**config.mk**
```make
export PLATFORM = sky130hd
export DESIGN_NAME = inst_queue
export DESIGN_NICKNAME = d
export VERILOG_FILES = /design/src/rtl/inst_queue.sv
export SDC_FILE = /design/constraint.sdc
export NUM_CORES = 1
export LEC_CHECK = 0
export CORE_AREA = 2 2 320 354
export DETAILED_ROUTE_END_ITERATION = 16
export DIE_AREA = 0 0 322 356
export SLEW_MARGIN = 20
export SYNTH_ARGS = -nofsm -noshare
export SYNTH_HDL_FRONTEND = slang
export SYNTH_SLANG_ARGS = --single-unit
export TNS_END_PERCENT = 50
```
**constraint.sdc**
```tcl
create_clock -name Clk -period 16.93 [get_ports Clk]
set_input_delay 2.5395 -clock Clk [delete_from_list [all_inputs] [get_ports Clk]]
set_output_delay 2.5395 -clock Clk [all_outputs]
set_load 0.005 [all_outputs]
```
**src/rtl/inst_queue.sv**
```systemverilog
// Fetch-to-decode instruction queue: circular FIFO of fetch packets with flush.
// Optional same-cycle fetch-to-decode bypass when empty: define IQ_BYPASS_EN.
module inst_queue #(
  parameter int DEPTH = 8,
  parameter int CNT_W = 4
) (
  input  logic             Clk,
  input  logic             Rest,
  input  logic             FetchValid,
  output logic             FetchReady,
  input  logic [31:0]      FetchPc,
  input  logic [31:0]      FetchInst1,
  input  logic [31:0]      FetchInst2,
  input  logic [31:0]      FetchInst3,
  input  logic [31:0]      FetchInst4,
  input  logic [3:0]       FetchMask,
  input  logic             Flush,
  output logic             DecodeValid,
  input  logic             DecodeReady,
  output logic [31:0]      OutDecodePc,
  output logic [31:0]      OutDecodeInst1,
  output logic [31:0]      OutDecodeInst2,
  output logic [31:0]      OutDecodeInst3,
  output logic [31:0]      OutDecodeInst4,
  output logic [3:0]       OutDecodeMask,
  output logic [CNT_W-1:0] QueueCount
);

  localparam int PTR_W = $clog2(DEPTH);

  typedef struct packed {
    logic [31:0] pc;
    logic [31:0] inst1;
    logic [31:0] inst2;
    logic [31:0] inst3;
    logic [31:0] inst4;
    logic [3:0]  mask;
  } entry_t;

  entry_t           mem [DEPTH];
  logic [PTR_W-1:0] wptr;
  logic [PTR_W-1:0] rptr;
  logic [CNT_W-1:0] count;

  entry_t fetch_pkt;
  entry_t head_pkt;
  logic   push;
  logic   pop;
  logic   bypass;
  logic   wr_en;
  logic   rd_en;

  assign fetch_pkt = '{pc: FetchPc, inst1: FetchInst1, inst2: FetchInst2,
                       inst3: FetchInst3, inst4: FetchInst4, mask: FetchMask};

  assign FetchReady = (count < CNT_W'(DEPTH)) && !Rest && !Flush;
  assign push       = FetchValid && FetchReady && (FetchMask != 4'b0000);

`ifdef IQ_BYPASS_EN
  assign bypass = (count == '0) && FetchValid && (FetchMask != 4'b0000) && !Flush && !Rest;
`else
  assign bypass = 1'b0;
`endif

  assign DecodeValid = ((count != '0) && !Flush) || bypass;
  assign pop         = DecodeValid && DecodeReady;
  // A bypassed packet consumed this cycle is neither written nor popped from storage.
  assign wr_en       = push && !(bypass && DecodeReady);
  assign rd_en       = pop && !bypass;

  always_comb begin
    head_pkt = '0;
    if (bypass)
      head_pkt = fetch_pkt;
    else if (DecodeValid)
      head_pkt = mem[rptr];
  end

  assign OutDecodePc    = head_pkt.pc;
  assign OutDecodeInst1 = head_pkt.inst1;
  assign OutDecodeInst2 = head_pkt.inst2;
  assign OutDecodeInst3 = head_pkt.inst3;
  assign OutDecodeInst4 = head_pkt.inst4;
  assign OutDecodeMask  = head_pkt.mask;
  assign QueueCount     = count;

  always_ff @(posedge Clk or posedge Rest) begin
    if (Rest) begin
      wptr  <= '0;
      rptr  <= '0;
      count <= '0;
    end else if (Flush) begin
      wptr  <= '0;
      rptr  <= '0;
      count <= '0;
    end else begin
      if (wr_en)
        wptr <= wptr + PTR_W'(1);
      if (rd_en)
        rptr <= rptr + PTR_W'(1);
      count <= count + CNT_W'(wr_en) - CNT_W'(rd_en);
    end
  end

  always_ff @(posedge Clk) begin
    if (wr_en && !Flush)
      mem[wptr] <= fetch_pkt;
  end

endmodule

```
After elaboration in Yosys (flattened, before gate mapping)

Memories as Yosys holds them, arrays and structs flattened.
Cells that the tools add are included.

Latch bits: 0
Bits of input ports: 169
Bits in read-only memories: 0
Logic and storage cells: 30
Register bits after elaboration: 10
Memories kept: 1
Output and inout bits: 170
Bits in writable memories: 1312

Memories:

| name | words | bits a word | rd ports | clocked after memory_dff | write ports | RTL line | RTL |
|---|---|---|---|---|---|---|---|
| mem  | 8     | 164         | 1        | 0                        | 1           | 40       | `entry_t mem [DEPTH];` |

Magnitude comparators: 1
Equality and inequality tests: 0
Divide/modulo/power cells: 0
Bitwise logic cells: 0
Reduce and logical (&&, ||, !) cells: 13
Shift-type cells: 0
Add/sub/neg operators: 4
Multipliers: 0
Muxes and demuxes: 8

Operators by type and width:

| cell                                                          | count |
|---|---|
| 164-bit 2-to-1 mux                                            | 1 |
| 3-bit 2-to-1 mux                                              | 4 |
| 4-bit nonzero test                                            | 2 |
| 1-bit logical AND                                             | 7 |
| 3-bit by 1-bit adder with 3-bit output, second input constant | 2 |
| 4-bit by 1-bit adder with 4-bit output                        | 1 |
| 4-bit < comparator, second input constant                     | 1 |
| 4-bit 2-to-1 mux                                              | 1 |
| 2-bit nonzero test                                            | 2 |
| 4-bit by 1-bit subtractor with 4-bit output                   | 1 |
| 1-bit logical NOT                                             | 2 |
| 1-bit 2-to-1 mux                                              | 2 |

Logic depth before layout (Yosys ltp)

Gate-level depths: netlist of run 1.

Depth after elaboration: 8
Mapped depth: 10
Depth with buffers taken out: 10

Least setup slack after synthesis of run 1

Ideal clock, no wire load.

Path type: input -> register
Start: in Flush
End: mem mem[3][0] in the netlist's numbering (enable)
Arrival time: 14.393 ns
Stages: 4
Slack: 1.649 ns
Library setup time: 0.889 ns
Data required time: 16.041 ns
Buffers on the path: 1
Path through: clkbuf_1 > nor3_2 > nand3_1 > nor3_1

Longest elaborated chain between the ends: 7

RTL lines:

| element                                | RTL line | RTL |
|---|---|---|
| start: declaration                     | 17       | `input logic Flush,` |
| 1-bit logical NOT                      | 56       | `assign FetchReady = (count < CNT_W'(DEPTH)) && !Rest && !Flush;` |
| 1-bit logical AND                      | 56       |  |
| named net FetchReady                   | 10       | `output logic FetchReady,` |
| 1-bit logical AND (2 in a row)         | 57       | `assign push = FetchValid && FetchReady && (FetchMask != 4'b0000);` |
| 1-bit logical AND                      | 106      | `if (wr_en && !Flush)` |
| 1-bit 2-to-1 mux                       | 106      |  |
| 1-bit 2-to-1 mux (not written as such) | 107      | `mem[wptr] <= fetch_pkt;` |
| end: declaration                       | 40       |  |

The timed path passes the listed nets, and every way through them passes these cells.

Final worst setup path of run 1

Start: reg rptr[1]
End: out OutDecodeInst2[5]

Longest elaborated chain between the ends: 2

RTL lines:

| element                  | RTL line | RTL |
|---|---|---|
| start: declaration       | 42       | `logic [PTR_W-1:0] rptr;` |
| start signal: assignment | 100      | `rptr <= rptr + PTR_W'(1);` |
| memory read 8 x 164 bit  | -        |  |
| 164-bit 2-to-1 mux       | 75       | `else if (DecodeValid)` |
| end: declaration         | 22       | `output logic [31:0] OutDecodeInst2,` |

Every way passes these cells.

==> results of run 1 <==
==> worst max-delay path, stage by stage, from the launching register on <==
cell	delay, ns
dfrtp_4	1.09
buf_4	0.85
buf_4	0.88
buf_4	0.86
mux4_2	0.47
a22o_1	0.27
clkdlybuf4s50_1	0.47
==> layout by cell type (no fill, tap or decap), drive strengths merged, types with 9 or more instances in the layout <==
cell	n
a22o	164
buf	38
bufinv	10
clkbuf	171
clkdlybuf4s50	338
clkinv	55
dfrtp	10
edfxtp	1312
inv	13
mux4	328
nor2	9
==> final cells by class <==
type                    count  area [um^2]  area share (%)
clock buffers             171         3640            6.18
well taps                1441         1800            3.06
inverters                   6         22.5          0.0382
diodes                      4         10.0          0.0170
multi-input cells         546         9300            15.8
flip-flops and latches   1322        39700            67.3
clock inverters            78          753            1.28
repair buffers            376         3720            6.32
==> through the flow <==
| step | utilization (%) | worst slack (ns) | hold WS, ns | std cells |
|---|---|---|---|---|
| finish | 52.9 | 8.50 | 0.542 | 3944 |
| global route | 52.9 | 8.19 | 0.587 | 3944 |
| CTS | 52.9 | 8.23 | 0.545 | 3940 |
| detailed placement | 48.9 | 8.47 | 0.538 | 3691 |
| global placement | 48.9 | 8.56 | 0.515 | 3691 |
| floorplan | - | 1.65 | 0.486 | 1986 |
==> report_power, final <==
group / switching (mW) / internal, mW
sequential: 0.0473 / 3.64
clock: 1.22 / 1.69
combinational: 0.622 / 0.773
total: 1.89 / 6.10
==> registers in the layout, indices dropped and copies added, names as in the netlist <==
signal,cells
rptr,3
QueueCount,4
mem,1312
wptr,3
==> routing by layer <==
layer / up-vias / track usage (%)
met5: - / 0
met4: 30 / 6.26
met3: 178 / 4.51
met2: 639 / 31.6
met1: 11900 / 24.2
li1: 9499 / -
==> kinds of logic after synthesis <==
group,after synthesis
flops,1322
compound gates,168
buf+inv,118
simple gates,35
mux,334
fa+ha+maj,8
xor+xnor,1
==> path summary, 6_finish.rpt <==
| check | from | depth (start not counted) | slack, ns | end |
|---|---|---|---|---|
| worst max-delay path | rptr[1] | 6 | 8.50 | OutDecodeInst2[5] |
| worst min-delay path | wptr[0] | 1 | 0.54 | wptr[0] |
| worst max register to register | QueueCount[3] | 5 | 12.86 | mem[0][92] |
| worst min register to register | wptr[0] | 1 | 0.54 | wptr[0] |
| max in group asynchronous | Rest | 2 | 14.43 | rptr[1] |
| min in group asynchronous | Rest | 2 | 2.16 | QueueCount[1] |
==> impl_metrics.tcl, run 1 <==
set metrics [dict create \
    rsz0062_at_grt "false" \
    gp_congestion 0.715 \
    finalMaxSlewViolations 0 \
    synth_most_common_cell "edfxtp_1" \
    critPathRequiredTime_ns 14.39 \
    port_buffers 338 \
    antenna_found_initial 20 \
    clkTransAtPathRegs_ns 0.06 \
    via_per_inst 5.65 \
    setup_viol 0 \
    htree_levels 4 \
    grt_use_total_pct 18.8 \
    clockRootBuffer "clkbuf_16" \
    total_power_mw 7.99 \
    wl_met1_mm 42.6 \
    yosysTopAreaCell "edfxtp_1" \
    route.met3.wl_mm 6.78 \
    hold_buffers 0 \
    synth_compound_gate_area_share_pct 2.95 \
    crit_type "reg2out" \
    grt_pass1_vias 23900 \
    clk_path_buf_depth 3 \
    ys_ff_latch 1322 \
    critPathCaptureType "output port" \
    tightest_slew_ns 1.10 \
    nFillCells 8536 \
    post-route-period-util_pct 49.8 \
    synth.area.mux_share_pct 15.0 \
    finClkSkew_ns 0.0237 \
    synth_area_um2 49600 \
    dpl_cell_area_um2 54500 \
    area_growth_pct 18.9 \
    syn_inst 1986 \
    hp-class "reg2reg" \
    yosysSeqAreaShare_pct 80.0 \
    leakage_nw 18.1 \
    dieArea_um2 115000 \
    floorplan.initialDensity_pct 44.5 \
    routed_wl_mm 106 \
    die_h_um 356 \
    yosys_warnings 0 \
    grt_max_degree 125 \
    grt_pass1_wl_mm 157 \
    synth_top_cell_area_share_pct 79.5 \
    rows 129 \
    async_flop_share_pct 0.756 \
    vias 22300 \
    synthTopCellsByCount "edfxtp_1, mux4_2, a22o_1" \
    tns_ns 0 \
    crit_path_max_fanout 68 \
    io_pins 339 \
    peakVddDrop_mv 0.0966 \
    clkLatencyLatePin_ns 0.73 \
    drv_cap 0 \
    fin_area_um2 58900 \
    startpoint_type "flop" \
    wl_met2_mm 54.2 \
    clkSinkCount 1322 \
    fp.dieW_um 322 \
    synth_area_leaders "edfxtp_1, mux4_2, a22o_1" \
    pwr_density_cell_nw_per_um2 136 \
    relSlewSlack_pct 26.6 \
    max_clock_freq_mhz 119 \
    synth-xor-area-share_pct 0.0177 \
    core_area_um2 111000 \
    cts_tree "done" \
    yosysUniqueCellTypes 33 \
    cts_setup_buffers 0 \
    final_layout_size_suffix_gt1_share_pct 23.0 \
    avgSynthCellArea_um2 25.0 \
    grt_overflow_total 0 \
    synth_top_family_by_area "multiplexers" \
    cts_inserted_buffers 138 \
    ys.flop_type "edfxtp_1" \
    drt_iter0_drc 1930 \
    hold_violations 0 \
    outcome "finished, final reports clean" \
    synth_fa_ha_area_share_pct 0.217 \
    nets 2567 \
    synth-simple-area-share_pct 0.412 \
    post-route-drc-count 0 \
    syn-num-nets 2163 \
    wl_per_cell_um 27.0 \
    top_layer "met5" \
    cts_resized 0 \
    cp_data_arrival_time_ns 5.89 \
    dr.pass1.iters 5 \
    dp.final_hpwl_mm 55.7 \
    fin_crit_ns 8.43 \
    synth-edff-count 1312 \
    postRouteAntennaNets 0 \
]
(Power assumes the default switching activity.)
==> inputs of run 2 (changes only) <==
--- a/config.mk
+++ b/config.mk
@@ -8,6 +8,7 @@
 export CORE_AREA = 2 2 320 354
 export DETAILED_ROUTE_END_ITERATION = 16
 export DIE_AREA = 0 0 322 356
+export PLACE_DENSITY = 0.66
 export SLEW_MARGIN = 20
 export SYNTH_ARGS = -nofsm -noshare
 export SYNTH_HDL_FRONTEND = slang
==> constraint.sdc (replaced) <==
create_clock -name Clk -period 7.5 [get_ports Clk]
set_input_delay 1.125 -clock Clk [delete_from_list [all_inputs] [get_ports Clk]]
set_output_delay 1.125 -clock Clk [all_outputs]
set_load 0.005 [all_outputs]
==> impl_metrics.tcl, run 2 (synthesized netlist as in run 1, its figures left out) <==
set metrics [dict create \
    hp-class "reg2reg" \
    fp.dieW_um 322 \
    nets 2549 \
    leakage_nw 18.0 \
    fin_crit_ns 5.16 \
    gp_congestion 0.736 \
    hold_depth 1 \
    grt_pass1_wl_mm 156 \
    rows 129 \
    setup_viol 0 \
    grt_overflow_total 0 \
    nFillCells 8434 \
    outcome "finished, final reports clean" \
    hold_buffers 0 \
    critical_path.cell_chain "clkdlybuf4s50_1, nor3b_2, buf_12, a22o_1, clkdlybuf4s50_1" \
    post-route-period-util_pct 68.8 \
    critPathRequiredTime_ns 6.38 \
    core_area_um2 111000 \
    dieArea_um2 115000 \
    rr_endpoint "mem[6][73]" \
    crit_path_max_fanout 164 \
    dp.final_hpwl_mm 55.1 \
    cp_common_cell "clkdlybuf4s50_1" \
    drt_iter0_drc 1953 \
    die_h_um 356 \
    final_layout_size_suffix_gt1_share_pct 22.7 \
    final_cells 3928 \
    cts_tree "done" \
    layout_common_cells "edfxtp_1, clkdlybuf4s50_1, mux4_2, a22o_1, clkbuf_16" \
    clkLatencyLatePin_ns 0.73 \
    dr.pass1.iters 5 \
    r2r_start "QueueCount[3]" \
    postRouteAntennaNets 0 \
    vias 22300 \
    post-route-drc-count 0 \
    relSlewSlack_pct 22.7 \
    finClkSkew_ns 0.0184 \
    cp_data_arrival_time_ns 4.03 \
    cp.buffers_inverters 3 \
    min_to "wptr[0]" \
    tightest_slew_ns 1.16 \
    cp_slowest_cell "clkdlybuf4s50_1" \
    clockRootBuffer "clkbuf_16" \
    port_buffers 338 \
    routed_wl_mm 106 \
    path_delay_family "buffers and inverters" \
    rsz0062_at_grt "false" \
    startpoint_type "input pin" \
    hold_violations 0 \
    cts_resized 0 \
    cts_setup_buffers 0 \
    reg2regPathDepth 4 \
    clkSinkCount 1322 \
    largest_register_ffs 1312 \
    htree_levels 4 \
    crit_type "in2out" \
    total_power_mw 17.6 \
    pwr_density_cell_nw_per_um2 300 \
    final_core_util_pct 52.8 \
    grt_use_total_pct 18.7 \
    grt_max_degree 165 \
    worstHoldStart "wptr[0]" \
    max_stage_delay_ns 0.72 \
    peakVddDrop_mv 0.255 \
    via_per_inst 5.67 \
    largest_register "mem" \
    finalMaxSlewViolations 0 \
    max_clock_freq_mhz 194 \
    grt_pass1_vias 23900 \
    final_common_cell "edfxtp_1" \
    wl_per_cell_um 26.9 \
    area_growth_pct 18.6 \
    dp.cells 3679 \
    drv_cap 0 \
    critPathCaptureType "output port" \
    clkTransAtPathRegs_ns 0.06 \
    floorplan.initialDensity_pct 44.5 \
    clk_path_buf_depth 3 \
    cts_inserted_buffers 132 \
    io_pins 339 \
    antenna_found_initial 19 \
    regToRegSetupSlack_ns 4.53 \
]
==> run 2: cell count changes in the layout (fill, tap and decap cells not counted), moves of 2 or more <==
| cell | before | now |
|---|---|---|
| clkinvlp_4 | 6 | 3 |
| clkbuf_16 | 141 | 138 |
| clkinv_2 | 21 | 33 |
| clkinv_16 | 2 | 0 |
| bufinv_16 | 10 | 3 |
| nor3_2 | 4 | 2 |
| clkinv_1 | 28 | 24 |
| nor3_4 | 0 | 2 |
| clkbuf_1 | 30 | 25 |
| buf_4 | 33 | 3 |
| diode_2 | 4 | 9 |
| clkinv_4 | 0 | 4 |
| buf_12 | 4 | 23 |
==> run 2: routing by layer <==
layer	up-vias	wire (um)	global-route usage, %
met3	169	6530	4.46
met1	11900	41000	22.9
li1	9468	-	-
met5	-	132	0
met2	673	55100	32.1
met4	20	2770	7.17
==> run 2: area by class of cell <==
| class | instances | area, um^2 | share of cell area [%] |
|---|---|---|---|
| Clock inverter | 77 | 528 | 0.899 |
| Tap cell | 1441 | 1800 | 3.07 |
| Multi-Input combinational cell | 546 | 9310 | 15.8 |
| Sequential cell | 1322 | 39700 | 67.5 |
| Inverter | 6 | 22.5 | 0.0383 |
| Timing Repair Buffer | 364 | 3870 | 6.58 |
| Clock buffer | 163 | 3550 | 6.04 |
| Antenna cell | 9 | 22.5 | 0.0383 |
==> run 2: stage by stage <==
| stage | setup TNS (ns) | hold WS (ns) | instance area [um^2] | worst slack (ns) |
|---|---|---|---|---|
| floorplan | -2193.93 | 0.486 | 49600 | -1.83 |
| global placement | 0 | 0.512 | 54700 | 2.41 |
| detailed placement | 0 | 0.541 | 54700 | 2.35 |
| CTS | 0 | 0.549 | 58700 | 2.34 |
| global route | 0 | 0.605 | 58800 | 2.22 |
| finish | 0 | 0.545 | 58800 | 2.34 |
==> run 2: power breakdown <==
group | switching (mW) | total, mW | internal, mW
Sequential | 0.0930 | 8.30 | 8.21
Combinational | 1.42 | 3.18 | 1.76
Clock | 2.68 | 6.16 | 3.48
Total | 4.19 | 17.6 | 13.4
==> run 2: worst max-delay path by stage <==
stage,start,endpoint,cells after the start
6_report,Flush,OutDecodeInst3[12],5
5_1_grt,Flush,OutDecodeInst3[12],5
4_1_cts,Flush,OutDecodePc[30],5
3_5_place_dp,Flush,OutDecodePc[30],5
3_3_place_gp,Flush,OutDecodeInst3[12],5
2_1_floorplan,Flush,mem[1][0],4
